==> src/rtl/ntt_pkg.sv <==
`default_nettype none
// ============================================================================
//  Module      : ntt_pkg
//  Description : Shared constants and types for the pointwise NTT product
//                datapath: Kyber modulus, Montgomery inverse, coefficient
//                type and controller state encoding.
//  Revision    : 1.0  initial release
// ============================================================================
package ntt_pkg;

    localparam int KYBER_Q = 3329;
    localparam int QINV    = -3327;   // q^-1 mod 2^16, signed
    localparam int KYBER_N = 256;

    typedef logic signed [15:0] coeff_t;

    typedef enum logic [1:0] {
        IDLE  = 2'd0,
        RUN   = 2'd1,
        DRAIN = 2'd2,
        DONE  = 2'd3
    } ctrl_state_e;

endpackage
`default_nettype wire

==> src/rtl/ntt_mul.sv <==
`default_nettype none
// ============================================================================
//  Module      : ntt_mul
//  Description : Combinational signed Montgomery multiply,
//                r = a*b*2^-16 mod q, result in (-q, q) when |a*b| < q*2^15.
//  Ports       : a, b  - signed 16-bit coefficients
//                r     - signed 16-bit Montgomery product
//  Revision    : 1.0  initial release
// ============================================================================
module ntt_mul
    import ntt_pkg::*;
(
    input  logic signed [15:0] a,
    input  logic signed [15:0] b,
    output logic signed [15:0] r
);

    localparam logic signed [15:0] c_qinv = 16'(QINV);
    localparam logic signed [31:0] c_q    = 32'(KYBER_Q);

    logic signed [31:0] w_p;
    logic signed [15:0] w_m;
    logic signed [31:0] w_mq;
    logic signed [31:0] w_t;
    logic               w_unused_lo;

    // Full signed product; |a*b| <= 2^30 so 32 bits is exact.
    assign w_p  = 32'(a) * 32'(b);
    // Only the low 16 bits of p*qinv matter, so a 16x16 truncated multiply.
    assign w_m  = w_p[15:0] * c_qinv;
    assign w_mq = 32'(w_m) * c_q;
    // p - m*q is an exact multiple of 2^16; the low half is always zero.
    assign w_t  = w_p - w_mq;
    assign r    = w_t[31:16];

    assign w_unused_lo = ^w_t[15:0];

endmodule
`default_nettype wire

==> src/rtl/ntt_pointwise_ctrl.sv <==
`default_nettype none
// ============================================================================
//  Module      : ntt_pointwise_ctrl
//  Description : Sequencer for one pointwise Montgomery product of two
//                N-coefficient polynomials through a single ntt_mul.
//                Streams one coefficient per cycle through a 3-stage
//                pipeline: read issue -> multiply/capture -> result write.
//  Ports       : clk, rst_n          - clock, async active-low reset
//                start, abort        - run request / synchronous cancel
//                busy, done          - run in progress / end-of-run pulse
//                rd_en, rd_addr      - shared read port of source RAMs
//                rd_a_data,rd_b_data - source coefficients (1-cycle latency)
//                wr_en, wr_addr,
//                wr_data             - result RAM write port
//  Revision    : 1.0  initial release
// ============================================================================
module ntt_pointwise_ctrl
    import ntt_pkg::*;
#(
    parameter int N  = 256,
    parameter int AW = 8
) (
    input  logic                 clk,
    input  logic                 rst_n,
    input  logic                 start,
    input  logic                 abort,
    output logic                 busy,
    output logic                 done,
    output logic                 rd_en,
    output logic [AW-1:0]        rd_addr,
    input  logic signed [15:0]   rd_a_data,
    input  logic signed [15:0]   rd_b_data,
    output logic                 wr_en,
    output logic [AW-1:0]        wr_addr,
    output logic signed [15:0]   wr_data
);

    // Counter is one bit wider than the address so N-1 never aliases to 0.
    localparam logic [AW:0] c_last = (AW+1)'(N - 1);
    localparam logic [AW:0] c_one  = (AW+1)'(1);

    ctrl_state_e        r_state;
    ctrl_state_e        w_state_nxt;
    logic [AW:0]        r_cnt;
    logic [AW:0]        w_cnt_nxt;
    logic               w_rd_en_nxt;
    logic [AW-1:0]      w_rd_addr_nxt;
    logic               w_busy_nxt;
    logic               w_done_nxt;
    logic               w_kill;

    logic               r_s2_valid;
    logic [AW-1:0]      r_s2_addr;
    logic signed [15:0] w_mul_r;

    assign w_kill = abort && (r_state != IDLE);

    // ------------------------------------------------------------------------
    // Control FSM. All outputs are registered together with the state, so
    // each branch computes the output values for the following cycle. The
    // read for address 0 is issued on the same edge that leaves IDLE/DONE,
    // which is what lets a start in the done cycle chain with no gap.
    // ------------------------------------------------------------------------
    always_comb begin
        w_state_nxt   = r_state;
        w_cnt_nxt     = r_cnt;
        w_rd_en_nxt   = 1'b0;
        w_rd_addr_nxt = rd_addr;
        w_busy_nxt    = busy;
        w_done_nxt    = 1'b0;

        case (r_state)
            IDLE, DONE: begin
                if (start && !abort) begin
                    w_state_nxt   = RUN;
                    w_rd_en_nxt   = 1'b1;
                    w_rd_addr_nxt = '0;
                    w_cnt_nxt     = c_one;
                    w_busy_nxt    = 1'b1;
                end else begin
                    w_state_nxt   = IDLE;
                    w_busy_nxt    = 1'b0;
                end
            end

            RUN: begin
                if (abort) begin
                    w_state_nxt = IDLE;
                    w_busy_nxt  = 1'b0;
                end else begin
                    w_rd_en_nxt   = 1'b1;
                    w_rd_addr_nxt = r_cnt[AW-1:0];
                    w_cnt_nxt     = r_cnt + c_one;
                    if (r_cnt == c_last) begin
                        w_state_nxt = DRAIN;
                    end
                end
            end

            DRAIN: begin
                if (abort) begin
                    w_state_nxt = IDLE;
                    w_busy_nxt  = 1'b0;
                end else if (!rd_en && !r_s2_valid) begin
                    // Only the final write is still in flight; it lands on
                    // this edge, so done and busy=0 appear right after it.
                    w_state_nxt = DONE;
                    w_busy_nxt  = 1'b0;
                    w_done_nxt  = 1'b1;
                end
            end

            default: begin
                w_state_nxt = IDLE;
                w_busy_nxt  = 1'b0;
            end
        endcase
    end

    always_ff @(posedge clk or negedge rst_n) begin
        if (!rst_n) begin
            r_state <= IDLE;
            r_cnt   <= '0;
            rd_en   <= 1'b0;
            rd_addr <= '0;
            busy    <= 1'b0;
            done    <= 1'b0;
        end else begin
            r_state <= w_state_nxt;
            r_cnt   <= w_cnt_nxt;
            rd_en   <= w_rd_en_nxt;
            rd_addr <= w_rd_addr_nxt;
            busy    <= w_busy_nxt;
            done    <= w_done_nxt;
        end
    end

    // ------------------------------------------------------------------------
    // Datapath: the address travels alongside the RAM latency so the result
    // is written back to the slot it was read from.
    // ------------------------------------------------------------------------
    ntt_mul u_mul (
        .a (rd_a_data),
        .b (rd_b_data),
        .r (w_mul_r)
    );

    always_ff @(posedge clk or negedge rst_n) begin
        if (!rst_n) begin
            r_s2_valid <= 1'b0;
            r_s2_addr  <= '0;
            wr_en      <= 1'b0;
            wr_addr    <= '0;
            wr_data    <= '0;
        end else begin
            if (w_kill) begin
                r_s2_valid <= 1'b0;
                wr_en      <= 1'b0;
            end else begin
                r_s2_valid <= rd_en;
                wr_en      <= r_s2_valid;
            end
            r_s2_addr <= rd_addr;
            wr_addr   <= r_s2_addr;
            if (r_s2_valid) begin
                wr_data <= w_mul_r;
            end
        end
    end

endmodule
`default_nettype wire

==> config.mk <==
export PLATFORM = sky130hd
export DESIGN_NAME = ntt_pointwise_ctrl
export DESIGN_NICKNAME = d
export VERILOG_FILES = /design/src/rtl/ntt_pkg.sv /design/src/rtl/ntt_mul.sv /design/src/rtl/ntt_pointwise_ctrl.sv
export SDC_FILE = /design/constraint.sdc
export NUM_CORES = 1
export LEC_CHECK = 0
export ABC_AREA = 1
export BUFFER_PORTS_ARGS = -buffer_cell sky130_fd_sc_hd__buf_4
export CAP_MARGIN = 40
export CORE_AREA = 2 2 196 198
export CTS_CLUSTER_DIAMETER = 120
export DETAILED_ROUTE_END_ITERATION = 6
export DIE_AREA = 0 0 198 200
export GPL_TIMING_DRIVEN = 0
export PLACE_DENSITY_LB_ADDON = 0.1
export SLEW_MARGIN = 20
export SYNTH_ARGS = -nofsm -noshare
export SYNTH_HDL_FRONTEND = slang
export SYNTH_SLANG_ARGS = --single-unit
==> constraint.sdc <==
create_clock -name clk -period 2.5 [get_ports clk]
set_input_delay 0.125 -clock clk [delete_from_list [all_inputs] [get_ports clk]]
set_output_delay 0.125 -clock clk [all_outputs]
set_load 0.02 [all_outputs]
Word-level counts from Yosys, hierarchy flattened
Index checks and enable logic that the tools add are counted.
{ "word_totals": {"in_bits": 36, "register_bits": 56} }
{ "classes": {"add_sub_neg": 2, "eq_ne": 9, "mux": 24, "n_reduce_logical": 13, "n_mul": 3} }
{ "op_table": {"columns": ["op", "count"], "rows": [
  ["$mul 16x16->32", 1],
  ["$sub 32x32->32", 1],
  ["$mul 16x13->29 const B", 1],
  ["$mux 9", 2],
  ["$pmux 9 s2", 1],
  ["$mul 16x13->16 const B", 1],
  ["$mux 8", 2],
  ["$pmux 8 s2", 1],
  ["$mux 1", 11],
  ["$add 9x1->9 const B", 1],
  ["$eq 9x8->1 const B", 1],
  ["$mux 2", 4],
  ["$ne 2x2->1 const B", 3],
  ["$ne 3x3->1 const B", 2],
  ["$pmux 2 s3", 1],
  ["$eq 2x2->1 const B", 2],
  ["$reduce_and 2->1", 2],
  ["$reduce_bool 2->1", 2],
  ["$logic_and 1x1->1", 3],
  ["$logic_not 1->1", 3],
  ["$pmux 1 s3", 1],
  ["$reduce_and 3->1", 1],
  ["$eq 2x1->1 const B", 1],
  ["$logic_not 2->1", 1],
  ["other kinds (2)", 2]
]} }

Depth between registers and ports, before layout
Gate-level depths: netlist (run 1).
{ "depth": {"depth_word": 5, "mapped_depth": 65} }

Modules after synthesis
A second synthesis (run 1) with hierarchy kept.
{ "unflattened": {"hier_cells": 2076, "area_unflattened_um2": 16773.6} }
{ "modules_own_cells": {"columns": ["mod", "n_inst", "cells_per_inst", "area_each_um2", "seq_area_each_um2"], "rows": [
  ["ntt_mul", 1, 1854, 14591.5, 0.0],
  ["ntt_pointwise_ctrl", 1, 222, 2182.1, 1401.3]
]} }

Worst setup path before layout (run 1)
OpenSTA, ideal clock, no wires.
{ "synth_path": {"path_kind": "input to register", "from": "input rd_b_data[1]", "to": "register wr_data[15]", "setup_ps": 117, "t_required_ps": 2383, "path_slack_ps": -8864, "t_arrival_ps": 11247, "path_stages": 53, "cell_sequence": "clkbuf_1 -> clkbuf_1 -> nand2_1 -> fa_1 -> fa_1 -> fa_1 -> fa_1 -> inv_1 -> fa_1 -> fa_1 -> ha_1 -> a21oi_1 -> o21ai_0 -> o21bai_2 -> a21oi_1 -> xnor2_1 -> fa_1 -> ha_1 -> (+17 left out) -> a221oi_1 -> nand3_1 -> a21o_1 -> a21oi_1 -> o21ai_0 -> nand3_1 -> nand2_1 -> xor2_1 -> ha_1 -> nand2_1 -> nor4_1 -> nand3_1 -> nand3_2 -> nand3_2 -> nand2_1 -> nand2_1 -> nand3_1 -> nand2_1"} }
{ "synth_via": {"elab_chain_len": 4} }
{ "synth_lines": {"columns": ["element", "line_no", "source"], "rows": [
  ["start, declared", "ntt_pointwise_ctrl.sv:32", "input logic signed [15:0] rd_b_data,"],
  ["$mul 16x16->32 *", "ntt_mul.sv:28", "assign w_p = 32'(a) * 32'(b);"],
  ["$mul 16x13->16", "ntt_mul.sv:30", "assign w_m = w_p[15:0] * c_qinv;"],
  ["$mul 16x13->29", "ntt_mul.sv:31", "assign w_mq = 32'(w_m) * c_q;"],
  ["$sub 32x32->32 *", "ntt_mul.sv:33", "assign w_t = w_p - w_mq;"],
  ["end signal, assigned", "ntt_pointwise_ctrl.sv:166", "wr_data <= w_mul_r;"],
  ["end, declared", "ntt_pointwise_ctrl.sv:35", "output logic signed [15:0] wr_data"]
]} }
Mark *: on every way between the ends. The rest lies on a longest branch, timed or not.
A chain may end at the register's enable or synchronous reset.

Final worst setup path (run 1)
{ "layout_path": {"from": "input rd_b_data[4]", "to": "register wr_data[15]"} }
Same word-level chain as after synthesis.

==> impl_metrics.tcl, run 1 <==
set metrics [dict create \
    status "finished with violations" \
    failed_checks "setup timing" \
    synth_seq_cells 56 \
    die_w_um 198 \
    syn_avg_cell_area_um2 8.174 \
    ys_seq_area_share_pct 8.441 \
    multi_input_area_um2 14750 \
    setup_viol 16 \
    whs_ns 0.04749 \
    cts_tree "yes" \
    skew_ns 0.003893 \
    via_count 13470 \
    clkSlewWorstSetupHoldPaths_ns 0.07 \
    fin_tns_setup_ns -122.15 \
    first_pass_iters 5 \
    core_area_um2 37400 \
    cts.sinks 56 \
    rr_worst_depth 13 \
    crit_family "adder cells" \
    startpoint_type "primary input" \
    grt_pass1_vias 14250 \
    clockBufferDepth 2 \
    root_buffer "clkbuf_16" \
    fin_nets 2757 \
    regArea_um2 1401 \
    worst_ep_required_time_ns 2.69 \
    via_per_inst 4.933 \
    rows 71 \
    numCtsBuffers 5 \
    grt_use_total_pct 23.73 \
    clkLatencyLatePin_ns 0.29 \
    crit_path_top_delay_cell "fa_1" \
    num-fill-cells 3381 \
    dieArea_um2 39600 \
    fin_ws_ns -8.017 \
    drt-initial-drc-count 669 \
    start_util_pct 44.39 \
    tightest_slew_ns 0.6908 \
    timing.final.crit_share_pct 420.7 \
    timing.rr.start "r_state[1]" \
    crit_type "in2reg" \
    hold_viol 0 \
    fmax_mhz 95.09 \
    maxSlewViolCount 0 \
    hold_class "in2reg" \
    worstReg2RegEnd "r_cnt[6]" \
    finalInstanceArea_um2 21140 \
    path_max_fanout 6 \
    grt-ovfl-total 0 \
    drt-total-wl_um 45060 \
    netlist_area_um2 16600 \
    end_kind "register" \
    crit_start "rd_b_data[4]" \
    yosys_warnings 0 \
    hpwlAfterDp_um 37190 \
    antenna_found_initial 0 \
    rsz0062_at_grt "yes" \
    grt_pass1_wl_um 74010 \
    final_antenna_net_count 0 \
    max-cap-violations 0 \
    rrSetupSlack_ns 0.33 \
    synthCells 2031 \
    crit_buf_inv 11 \
    wl_per_cell_um 16.50 \
    cp_num_cells 57 \
    post_dp_cell_area_um2 18290 \
    drive_above_1_share_pct 24.68 \
    synth_fp_nets 2569 \
    post-place-ws_ns -9.689 \
    synth.distinct_cells 54 \
    htree_levels 2 \
    relSlewSlack_pct 53.95 \
    gp_congestion 0.9062 \
    timing.critical_path.to "wr_data[15]" \
    finalCriticalPeriod_ns 10.52 \
    arrival_ns 10.71 \
    drcViolationCount 0 \
    die_h_um 200 \
    cpPeakStageDelay_ns 0.58 \
    port_buffers 56 \
    syn_to_final_growth_pct 27.33 \
    diodes 0 \
    grt_max_degree 57 \
    io_pins 72 \
]
-- sequential cells by signal, indices dropped and copies added, names as in the netlist, 2 cells and up --
signal / cells
r_s2_addr: 8
rd_addr: 8
wr_addr: 8
wr_data: 16
r_state: 2
r_cnt: 9
-- logic make-up (layout without fill, tap and decap cells) --
group                      Yosys count  count (layout)  synth area share, %
xor gates and xnor gates            68              68                3.633
adders and majority gates          502             502                51.17
buffers and inverters              581             770                13.15
DFF                                 56              56                8.441
and+or+nand+nor                    640             640                17.21
AOI/OAI and AO/OA                  184             184                6.391
-- area by class of cell --
class / instances / area share, %
repair buffers: 181 / 7.114
plain buffers: 51 / 3.255
clock buffers: 5 / 0.5919
inverters: 530 / 9.487
clock inverters: 3 / 0.1302
flip-flops and latches: 56 / 6.629
well taps: 511 / 3.024
multi-input cells: 1394 / 69.77
-- cells in the final DEF, fill, tap and decap left out, types with 22 or more instances in the layout --
cell	count
a21oi_1	50
buf_4	153
clkbuf_16	22
dfrtp_1	56
fa_1	290
ha_1	148
ha_4	51
inv_1	487
inv_2	38
nand2_1	394
nand2_2	37
nand3_1	42
nor2_1	40
o21ai_0	24
xor2_1	28
-- through the flow --
stage	utilization [%]	std cells
detailed placement	48.89	2598
floorplan	-	2031
global route	56.53	2731
global placement	48.89	2598
CTS	53.81	2689
finish	56.53	2731
-- cell usage after synthesis, drive strengths merged --
master	number	area share [%]
inv	530	12
nand2	455	11
fa	295	36
ha	207	16
a21oi	85	2.7
nand3	64	2.5
nor2	59	1.5
dfrtp	56	8.4
o21ai	55	1.7
clkbuf	48	1.1
xor2	40	2.2
xnor2	28	1.5
or2	20	0.75
nor3	16	0.51
a31oi	10	0.38
o21bai	9	0.45
nand4	8	0.34
nand3b	6	0.35
nor4	6	0.26
o31ai	6	0.27
nor3b	4	0.18
o211ai	4	0.18
a21boi	3	0.16
a21o	3	0.14
buf	3	0.083
o22ai	3	0.11
a211oi	2	0.090
a22oi	2	0.090
a221oi	1	0.053
and2	1	0.038
nand2b	1	0.038
o21a	1	0.045
-- timing repair --
action                                  4_1_cts  5_1_grt
gates resized for setup                     197      159
hold endpoints to repair                     56        0
buffers inserted                             82       43
hold buffers                                  1        0
gates cloned                                  0        2
endpoints found under the setup margin       16       17
pin swaps                                    89      130
-- metal layers --
layer	vias up	track usage, %	wire (µm)
li1	6468	-	-
met1	6668	32.43	19990
met2	264	41.43	22160
met3	71	1.613	1627
met4	0	5.625	1292
met5	-	0	0
-- worst min path at each step --
stage	depth (start not counted)	start	endpoint	slack [ns]
final	2	abort	r_s2_valid	0.05
after global routing	2	abort	r_s2_valid	0.04
after CTS	2	abort	r_s2_valid	0.04
after detailed placement	1	rst_n	r_state[1]	0.22
after global placement	1	rst_n	r_s2_addr[0]	0.22
after floorplan	0	rst_n	busy	-0.17
Power of run 1 is not shown: default switching activity piles up to over one toggle a cycle in this logic, so the estimate is an artifact.
==> run 2, diff against run 1 <==
Settings changed: CAP_MARGIN 40 to not set, CORE_AREA 2 2 196 198 to 2 2 197 199, DIE_AREA 0 0 198 200 to 0 0 199 201, SYNTH_HIERARCHICAL set to 1.
==> run 2 against run 1 <==
Effect of this change: the run still ends with setup timing left; core utilization decreased by 0.87 points; flip-flop and latch count stayed put; register-to-register slack improved by 0.44 ns; worst setup slack worse by 0.14 ns; via count up 1.5%; cell count up 1.6%; highest routed layer unchanged.
==> impl_metrics.tcl, run 2 <==
set metrics [dict create \
    status "finished with violations" \
    failed_checks "setup timing" \
    antenna_found_initial 0 \
    via_per_inst 4.927 \
    via_count 13670 \
    timing.critical_path.to "wr_data[11]" \
    timing.final.crit_share_pct 426.2 \
    synth_area_leader_cell "fa_1" \
    largest_register "wr_data" \
    fin_nets 2793 \
    startpoint_type "primary input" \
    start_util_pct 44.02 \
    synth_common_cells "inv_1, nand2_1, fa_1" \
    whs_ns 0.05322 \
    rr_worst_depth 7 \
    syn_to_final_growth_pct 26.44 \
    wl_per_cell_um 16.57 \
    cts_tree "yes" \
    clkLatencyLatePin_ns 0.29 \
    worst_ep_required_time_ns 2.73 \
    synth-edff-count 0 \
    relSlewSlack_pct 49.05 \
    path_max_fanout 7 \
    rrSetupSlack_ns 0.77 \
    drt-total-wl_um 45960 \
    drcViolationCount 0 \
    hpwlAfterDp_um 37960 \
    post-place-ws_ns -9.837 \
    fmax_mhz 93.85 \
    grt-ovfl-total 0 \
    crit_path_top_delay_cell "fa_2" \
    die_h_um 201 \
    grt_pass1_vias 14420 \
    hold_class "in2reg" \
    rsz0062_at_grt "yes" \
    yosys_warnings 6 \
    top_regs "wr_data x16, r_cnt x9" \
    final_common_cell "inv_1" \
    finalCriticalPeriod_ns 10.66 \
    end_kind "register" \
    first_pass_iters 5 \
    crit_type "in2reg" \
    tightest_slew_ns 0.7643 \
    async_reset_ff_share_pct 100.0 \
    drive_above_1_share_pct 23.94 \
    arrival_ns 10.88 \
    port_buffers 56 \
    skew_ns 0.005630 \
    largest_reg_flops 16 \
    htree_levels 2 \
    grt_use_total_pct 23.74 \
    clkSlewWorstSetupHoldPaths_ns 0.07 \
    crit_start "rd_b_data[5]" \
    dieArea_um2 40000 \
    root_buffer "clkbuf_16" \
    max-cap-violations 0 \
    cpPeakStageDelay_ns 0.57 \
    io_pins 72 \
    yosysMostFrequentCell "inv_1" \
    hold_viol 0 \
    synthCells 2076 \
    setup_viol 16 \
    gp_congestion 0.9049 \
    syn_avg_cell_area_um2 8.080 \
    cts.sinks 56 \
    fin_tns_setup_ns -124.77 \
    synth.distinct_cells 44 \
    worstReg2RegEnd "r_state[1]" \
    ys.flop_type "dfrtp_1" \
    grt_pass1_wl_um 75240 \
    grt_max_degree 57 \
    maxSlewViolCount 0 \
    die_w_um 199 \
    ys_seq_area_share_pct 8.354 \
    diodes 0 \
    numCtsBuffers 5 \
    fin_ws_ns -8.156 \
    netlist_area_um2 16770 \
    final_cell_mix "inv_1, nand2_1, fa_1" \
    drt-initial-drc-count 731 \
    core_area_um2 38110 \
    final_antenna_net_count 0 \
    ys_top_cells_by_area "fa_1, ha_1, inv_1" \
    synth_seq_cells 56 \
    rows 72 \
    yosys.area.top_type_share_pct 35.21 \
    clockBufferDepth 2 \
    timing.rr.start "r_cnt[1]" \
    synth_fp_nets 2614 \
]
-- run 2: cell types whose count changed in the layout (fill, tap and decap cells not counted), sizes merged, moves of 4 or more --
| cell | delta |
|---|---|
| xor2 | +11 |
| a21o | +5 |
| nand3 | +11 |
| a21oi | -4 |
| nand2 | +45 |
| buf | -7 |
| o21ai | -8 |
| nor2 | +4 |
| nor4 | -5 |
-- run 2: layer usage --
| metal | GRT usage (%) | share of wire, % |
|---|---|---|
| met1 | 32.79 | 45 |
| met2 | 41.70 | 50 |
| met4 | 4.451 | 2.3 |
| met5 | 0 | 0 |
| met3 | 1.025 | 3.0 |
-- run 2: area by class of cell --
type / instances / area [µm²]
Fill cell: 3557 / 16900
Clock buffer: 5 / 125.1
Multi-Input combinational cell: 1438 / 14940
Tap cell: 518 / 648.1
Sequential cell: 56 / 1401
Clock inverter: 3 / 23.77
Buffer: 54 / 676.9
Inverter: 528 / 2001
Timing Repair Buffer: 172 / 1389
-- run 2: how the worst min path moves through the flow --
stage | startpoint | to | depth (start not counted) | slack [ns]
floorplan | rst_n | busy | 0 | -0.17
global placement | rst_n | wr_en | 1 | 0.22
detailed placement | rst_n | wr_en | 1 | 0.23
CTS | abort | r_s2_valid | 2 | 0.05
global route | abort | r_s2_valid | 2 | 0.07
finish | abort | r_s2_valid | 2 | 0.05
-- run 2: what timing repair did --
item	4_1_cts	5_1_grt
hold endpoints to repair	56	0
buffers inserted	68	48
hold buffers	1	0
pin swaps	105	151
gates resized for setup	176	182
endpoints found under the setup margin	16	16
-- run 2: critical path, delay by kind of cell --
| family | cells | cell delay [ns] |
|---|---|---|
| XOR/XNOR | 4 | 0.75 |
| buffers and inverters | 12 | 1.08 |
| AO/OA/AOI/OAI | 10 | 1.59 |
| adder cells (fa/ha/maj) | 15 | 5.90 |
| AND/OR/NAND/NOR | 13 | 1.43 |
-- run 2: cell families (layout without fill, tap and decap cells) --
group	after synthesis	count (layout)	share of synthesized area, %
AND/OR/NAND/NOR	690	690	18.00
buffers and inverters	582	762	13.14
adder cells (fa/ha/maj)	502	502	50.65
AO/OA/AOI/OAI	169	169	5.744
XOR/XNOR	77	77	4.110
flip-flops	56	56	8.354
-- run 2: metrics by stage --
step | area, µm² | utilization [%] | instances
CTS | 19960 | 52.39 | 2727
finish | 21210 | 55.65 | 2774
global placement | 18430 | 48.36 | 2650
detailed placement | 18430 | 48.36 | 2650
global route | 21210 | 55.65 | 2774
floorplan | 17360 | - | 2076
Power of run 2 is left out for the same reason.
